`src/rtl/frogger_pkg.sv`:
```
// Shared constants for the Frogger car lanes: per-lane speeds, start
// positions, initial directions, FSM encoding and the lane Y rows used
// by Sprite_Display.
package frogger_pkg;

  typedef logic [1:0] lane_state_t;

  localparam lane_state_t ST_IDLE = 2'd0;
  localparam lane_state_t ST_LANE = 2'd1;
  localparam lane_state_t ST_DONE = 2'd2;

  // Lane n moves right when bit n is set.
  localparam logic [3:0] REVERSE_INIT = 4'b0101;

  // Screen rows of the four car lanes (top edge of the sprite).
  localparam logic [9:0] C_LINE_1_Y = 10'd96;
  localparam logic [9:0] C_LINE_2_Y = 10'd160;
  localparam logic [9:0] C_LINE_3_Y = 10'd224;
  localparam logic [9:0] C_LINE_4_Y = 10'd288;

  // Base speed of each lane in pixels per frame: {1,2,3,4}.
  function automatic logic [2:0] lane_speed(input logic [1:0] lane);
    case (lane)
      2'd0:    return 3'd1;
      2'd1:    return 3'd2;
      2'd2:    return 3'd3;
      default: return 3'd4;
    endcase
  endfunction

  // Start X of each lane: {0,160,320,480}.
  function automatic logic [9:0] init_x(input logic [1:0] lane);
    case (lane)
      2'd0:    return 10'd0;
      2'd1:    return 10'd160;
      2'd2:    return 10'd320;
      default: return 10'd480;
    endcase
  endfunction

endpackage

```
`src/rtl/lane_step.sv`:
```
// Combinational wrap-around stepper: moves X by step pixels in the given
// direction, keeping the result inside 0..SPAN-1.
module lane_step #(
  parameter int SPAN = 672
) (
  input  logic [9:0] x,
  input  logic [3:0] step,
  input  logic       dir,
  output logic [9:0] x_next
);

  localparam logic [10:0] SPAN_L = 11'(SPAN);

  logic [10:0] x_ext;
  logic [10:0] step_ext;
  logic [10:0] sum;

  assign x_ext    = {1'b0, x};
  assign step_ext = {7'd0, step};
  assign sum      = x_ext + step_ext;

  // Right moves wrap past SPAN-1 back to 0; left moves wrap below 0 to the far side.
  always_comb begin
    x_next = x;
    if (dir) begin
      if (sum >= SPAN_L) x_next = 10'(sum - SPAN_L);
      else               x_next = 10'(sum);
    end else begin
      if (x_ext < step_ext) x_next = 10'(x_ext + SPAN_L - step_ext);
      else                  x_next = 10'(x_ext - step_ext);
    end
  end

endmodule

```
`src/rtl/car_lane_controller.sv`:
```
// Per-frame car motion scheduler. At the start of vertical blanking it
// walks lanes 0..3 through a single shared stepper, one lane per cycle,
// then applies any pending level-up so a frame never mixes step sizes.
module car_lane_controller
  import frogger_pkg::*;
#(
  parameter int H_VISIBLE_AREA = 640,
  parameter int V_VISIBLE_AREA = 480,
  parameter int TILE_SIZE      = 32,
  parameter int MAX_LEVEL      = 7
) (
  input  logic       i_Clk,
  input  logic       i_Rst,
  input  logic [9:0] i_H_Counter,
  input  logic [9:0] i_V_Counter,
  input  logic       i_Enable,
  input  logic       i_Level_Up,
  input  logic       i_Game_Reset,
  output logic [9:0] o_Car_1X_Position,
  output logic [9:0] o_Car_2X_Position,
  output logic [9:0] o_Car_3X_Position,
  output logic [9:0] o_Car_4X_Position,
  output logic [3:0] o_Reverse,
  output logic [2:0] o_Level,
  output logic       o_Frame_Done
);

  localparam int          SPAN        = H_VISIBLE_AREA + TILE_SIZE;
  localparam logic [9:0]  V_TICK_LINE = 10'(V_VISIBLE_AREA);
  localparam logic [2:0]  LEVEL_MAX   = 3'(MAX_LEVEL);

  lane_state_t state_q, state_d;
  logic [1:0]  idx_q, idx_d;
  logic [9:0]  pos_q [4];
  logic [9:0]  pos_d [4];
  logic [3:0]  reverse_q, reverse_d;
  logic [2:0]  level_q, level_d;
  logic        pending_q, pending_d;
  logic        done_q, done_d;

  logic        frame_tick;
  logic [3:0]  step;
  logic [9:0]  step_x;

  assign frame_tick = (i_H_Counter == 10'd0) && (i_V_Counter == V_TICK_LINE);
  assign step       = {1'b0, lane_speed(idx_q)} + {1'b0, level_q};

  lane_step #(.SPAN(SPAN)) u_lane_step (
    .x      (pos_q[idx_q]),
    .step   (step),
    .dir    (reverse_q[idx_q]),
    .x_next (step_x)
  );

  // Next-state logic: game reset first, then the IDLE/LANE/DONE walk.
  always_comb begin
    state_d   = state_q;
    idx_d     = idx_q;
    pos_d     = pos_q;
    reverse_d = reverse_q;
    level_d   = level_q;
    pending_d = pending_q | i_Level_Up;
    done_d    = 1'b0;
    if (i_Game_Reset) begin
      state_d   = ST_IDLE;
      idx_d     = 2'd0;
      for (int n = 0; n < 4; n++) pos_d[n] = init_x(2'(n));
      reverse_d = REVERSE_INIT;
      level_d   = 3'd0;
      pending_d = 1'b0;
    end else begin
      case (state_q)
        ST_IDLE: begin
          if (frame_tick && i_Enable) begin
            state_d = ST_LANE;
            idx_d   = 2'd0;
          end
        end
        ST_LANE: begin
          pos_d[idx_q] = step_x;
          idx_d        = idx_q + 2'd1;
          if (idx_q == 2'd3) state_d = ST_DONE;
        end
        ST_DONE: begin
          done_d  = 1'b1;
          state_d = ST_IDLE;
          if (pending_d) begin
            pending_d = 1'b0;
            if (level_q < LEVEL_MAX) begin
              level_d   = level_q + 3'd1;
              reverse_d = ~reverse_q;
            end
          end
        end
        default: state_d = ST_IDLE;
      endcase
    end
  end

  // State registers; reset puts every lane back at its start position.
  always_ff @(posedge i_Clk or posedge i_Rst) begin
    if (i_Rst) begin
      state_q   <= ST_IDLE;
      idx_q     <= 2'd0;
      for (int n = 0; n < 4; n++) pos_q[n] <= init_x(2'(n));
      reverse_q <= REVERSE_INIT;
      level_q   <= 3'd0;
      pending_q <= 1'b0;
      done_q    <= 1'b0;
    end else begin
      state_q   <= state_d;
      idx_q     <= idx_d;
      pos_q     <= pos_d;
      reverse_q <= reverse_d;
      level_q   <= level_d;
      pending_q <= pending_d;
      done_q    <= done_d;
    end
  end

  assign o_Car_1X_Position = pos_q[0];
  assign o_Car_2X_Position = pos_q[1];
  assign o_Car_3X_Position = pos_q[2];
  assign o_Car_4X_Position = pos_q[3];
  assign o_Reverse         = reverse_q;
  assign o_Level           = level_q;
  assign o_Frame_Done      = done_q;

endmodule

```
`config.mk`:
```
export PLATFORM = sky130hd
export DESIGN_NAME = car_lane_controller
export DESIGN_NICKNAME = d
export VERILOG_FILES = /design/src/rtl/frogger_pkg.sv /design/src/rtl/lane_step.sv /design/src/rtl/car_lane_controller.sv
export SDC_FILE = /design/constraint.sdc
export NUM_CORES = 1
export LEC_CHECK = 0
export CAP_MARGIN = 30
export CORE_MARGIN = 8
export CORE_UTILIZATION = 48
export DETAILED_ROUTE_END_ITERATION = 8
export PLACE_DENSITY = 0.77
export REMOVE_ABC_BUFFERS = 1
export SLEW_MARGIN = 20
export SYNTH_ARGS = -nofsm -noshare
export SYNTH_HDL_FRONTEND = slang
export SYNTH_SLANG_ARGS = --single-unit
```
`constraint.sdc`:
```
create_clock -name i_Clk -period 4.1 [get_ports i_Clk]
set_input_delay 0.82 -clock i_Clk [delete_from_list [all_inputs] [get_ports i_Clk]]
set_output_delay 0.82 -clock i_Clk [all_outputs]
set_load 0.01 [all_outputs]
```
==> flow_metrics.py <==
metrics = {
    "power": {
        "powerDensity_mw_per_mm2": 166,
        "p_leak_nw": 2.34,
        "ir_drop_mv": 0.174,
    },
    "route": {
        "wire_per_inst_um": 19.6,
        "dr.pass1.iters": 4,
        "drc": 0,
        "wl_um": 12100,
        "via_per_inst": 5.96,
        "vias": 3665,
        "dr.first_iter.drc_count": 251,
        "ant_nets": 0,
    },
    "finish": {
        "fillCellCount": 648,
        "multi_input_area_mm2": 0.00255,
        "synthToLayoutAreaGrowth_pct": 34.1,
        "post-route-util_pct": 65.4,
        "seq_area_mm2": 0.00134,
        "final_design_area_no_fill_mm2": 0.00529,
        "layout-drive-gt1-share_pct": 22.7,
        "final_nets": 569,
        "diodes": 0,
    },
    "grt": {
        "grt_use_met2_pct": 33.8,
        "grt_pass1_wl_um": 18700,
        "grt_use_met1_pct": 26.5,
        "use_met3_pct": 3.06,
        "grt_overflow": 0,
        "grt_pass1_vias": 3624,
        "antenna_found_initial": 0,
        "top_usage_layer": "met2",
        "grt_max_degree": 34,
        "grt_util_all_layers_pct": 20.3,
    },
    "timing": {
        "hold_slack_ns": 0.497,
        "hold_viol_final": 0,
        "fmax_ghz": 0.245,
        "fin_crit_sh_pct": 99.5,
        "maxSlewHeadroom_pct": 55.9,
        "worst_slew_pin_slew_ns": 0.661,
        "tns_ns": 0,
        "slew_violations": 0,
        "rsz0062_at_grt": "true",
        "fin_skew_ns": 0.00827,
        "setup_violations": 0,
        "period_minus_slack_ns": 4.08,
    },
    "min_path": {
        "hold_start": "o_Car_2X_Position[7]$_DFFE_PP1P_",
        "hold_path_class": "flop to flop",
        "min_path_cells": 2,
    },
    "clock_network": {
        "clockRootBuffer": "clkbuf_8",
        "clockBufferDepth": 2,
        "clk_pin_slew_worst_paths_ns": 0.10,
        "clock_latency_ns": 0.31,
        "ctsHoldBuffers": 0,
        "clkSinkCount": 53,
        "cts_tree": "yes",
        "numCtsBuffers": 5,
        "h-tree-depth": 2,
    },
    "synthesis": {
        "synth_seq_cells": 53,
        "yosys_warnings": 0,
        "yosys_most_used_dff": "dfrtp_1",
        "syn_avg_cell_area_um2": 9.87,
        "syn_area_mm2": 0.00395,
        "yosysSeqAreaShare_pct": 33.9,
        "synthArstFlopShare_pct": 100,
        "synth_cell_type_count": 61,
        "postSynthCellCount": 400,
        "synth_edf_count": 0,
    },
    "floorplan": {
        "placement_rows": 33,
        "die_h_um": 107,
        "die_x_um": 107,
        "ios": 73,
        "fp.dieArea_mm2": 0.0114,
        "start_util_pct": 48.8,
        "core_mm2": 0.00809,
    },
    "place": {
        "dp_hpwl_um": 9090,
        "place_congestion": 0.914,
        "io_buffers": 72,
        "placed_cell_area_mm2": 0.00499,
    },
    "critical_path": {
        "critPathKind": "flop to flop",
        "crit_fanout": 5,
        "end_kind": "flop",
        "r2r_start": "idx_q[1]$_DFFE_PP0P_",
        "cp-startpoint": "idx_q[1]$_DFFE_PP0P_",
        "reg2reg_depth": 19,
        "required_ns": 4.35,
        "crit_arrival_ns": 4.33,
        "critPathMaxStageDelay_ns": 0.60,
        "path_cells": "buf_4 > ha_1 > nor2_1 > nor2_1 > ha_2 > fa_2 > inv_2 > fa_2 > nor2b_1 > o21a_1 > o21ai_0 > xnor2_1 > ha_1 > inv_1 > o21ai_2 > a41oi_4 > mux2_4 > mux2i_4 > a22o_1",
        "crit_path_top_delay_cell": "fa_2",
        "cp-start-kind": "flop",
    },
    "flow_run": {
        "maxCapViolCount": 0,
    },
    "outcome": {
        "outcome": "finished, final reports clean",
    },
}
through the flow:
| step | setup slack (ns) | power (mW) | instances |
|---|---|---|---|
| 5_1_grt | -0.131 | 0.908 | 615 |
| 2_1_floorplan | -0.427 | 0.549 | 386 |
| 3_3_place_gp | 0.120 | 0.581 | 596 |
| 4_1_cts | 0.00579 | 0.885 | 607 |
| 6_report | 0.0203 | 0.881 | 615 |
| 3_5_place_dp | -0.0495 | 0.586 | 598 |
flip-flops by register name, indices dropped and copies added, names as in the netlist:
register	count
o_Car_4X_Position	10
o_Frame_Done	1
o_Car_1X_Position	10
o_Level	3
o_Car_2X_Position	10
state_q	2
o_Reverse	4
o_Car_3X_Position	10
pending_q	1
idx_q	2
synthesized netlist by cell type (all sizes together) (10+ instances only):
master	count	area (um^2)
mux4	10	225
o21ai	23	119
a21oi	18	90.1
nand3	14	70.1
dfstp	10	263
a22o	16	140
dfrtp	43	1080
nor2	26	97.6
nand2	34	128
inv	29	109
nor3	13	65.1
ha	29	363
xnor2	13	114
where the power goes:
| part | leakage, nW | switching, mW | internal [mW] | total, mW |
|---|---|---|---|---|
| clock | 0.0445 | 0.183 | 0.122 | 0.305 |
| sequential | 0.705 | 0.000189 | 0.524 | 0.524 |
| combinational | 1.59 | 0.0259 | 0.0264 | 0.0523 |
worst paths after layout:
path / to / slack [ns]
max: o_Car_2X_Position[6]$_DFFE_PP0P_ / 0.02
min: o_Car_2X_Position[7]$_DFFE_PP1P_ / 0.50
max reg2reg: o_Car_2X_Position[6]$_DFFE_PP0P_ / 0.02
min reg2reg: o_Car_2X_Position[7]$_DFFE_PP1P_ / 0.50
max in group asynchronous: o_Car_3X_Position[8]$_DFFE_PP1P_ / 2.67
min in group asynchronous: o_Frame_Done$_DFF_PP0_ / 0.84
placed cells by master, fill, tap and decap left out, drive strengths merged, types with 6 or more instances in the layout:
cell           netlist  final
clkdlybuf4s50        0     72
buf                  7     44
dfrtp               43     43
nand2               34     34
inv                 29     30
ha                  29     29
nor2                26     26
o21ai               23     23
a21oi               18     18
a22o                16     16
nand3               14     14
xnor2               13     13
nor3                13     13
mux4                10     10
dfstp               10     10
mux2i                9      9
nor2b                8      8
a21o                 7      7
xor2                 7      7
o21a                 6      6
nand2b               6      6
fa                   6      6
kinds of logic (layout without fill, tap and decap cells):
kind of cell               Yosys count  in the layout  share of synthesized area (%)
and+or+nand+nor                    121            121                           15.2
AOI/OAI and AO/OA                  105            105                           20.2
DFF                                 53             53                           33.9
buffers and inverters               45            155                           5.01
adders and majority gates           35             35                           12.2
muxes                               21             21                           8.97
xor gates and xnor gates            20             20                           4.44
what timing repair did:
item	4_1_cts	5_1_grt
gates resized for setup	2	28
endpoints found under the setup margin	6	32
buffers inserted	1	7
pin swaps	1	16
routing by layer:
layer | share of wire (%) | routed length (um) | vias to the layer above
met4 | 1.7 | 209 | 0
li1 | - | - | 1654
met2 | 50 | 6000 | 150
met3 | 5.4 | 652 | 21
met1 | 43 | 5210 | 1840
met5 | 0 | 0 | -
final cells by class:
type / count / area share (%)
Inverter: 31 / 2.20
Multi-Input combinational cell: 302 / 48.2
Timing Repair Buffer: 116 / 20.1
Clock buffer: 5 / 1.30
Tap cell: 105 / 2.48
Clock inverter: 3 / 0.402
Sequential cell: 53 / 25.3
critical path, delay by kind of cell (launching register included):
| kind | cells | cell delay (ns) |
|---|---|---|
| compound gates | 5 | 0.76 |
| xor+xnor | 1 | 0.17 |
| fa+ha+maj | 5 | 1.54 |
| buf+inv | 3 | 0.30 |
| flops | 1 | 0.41 |
| mux | 2 | 0.54 |
| simple gates | 3 | 0.30 |
No activity file was read; power rests on OpenSTA's default activity.
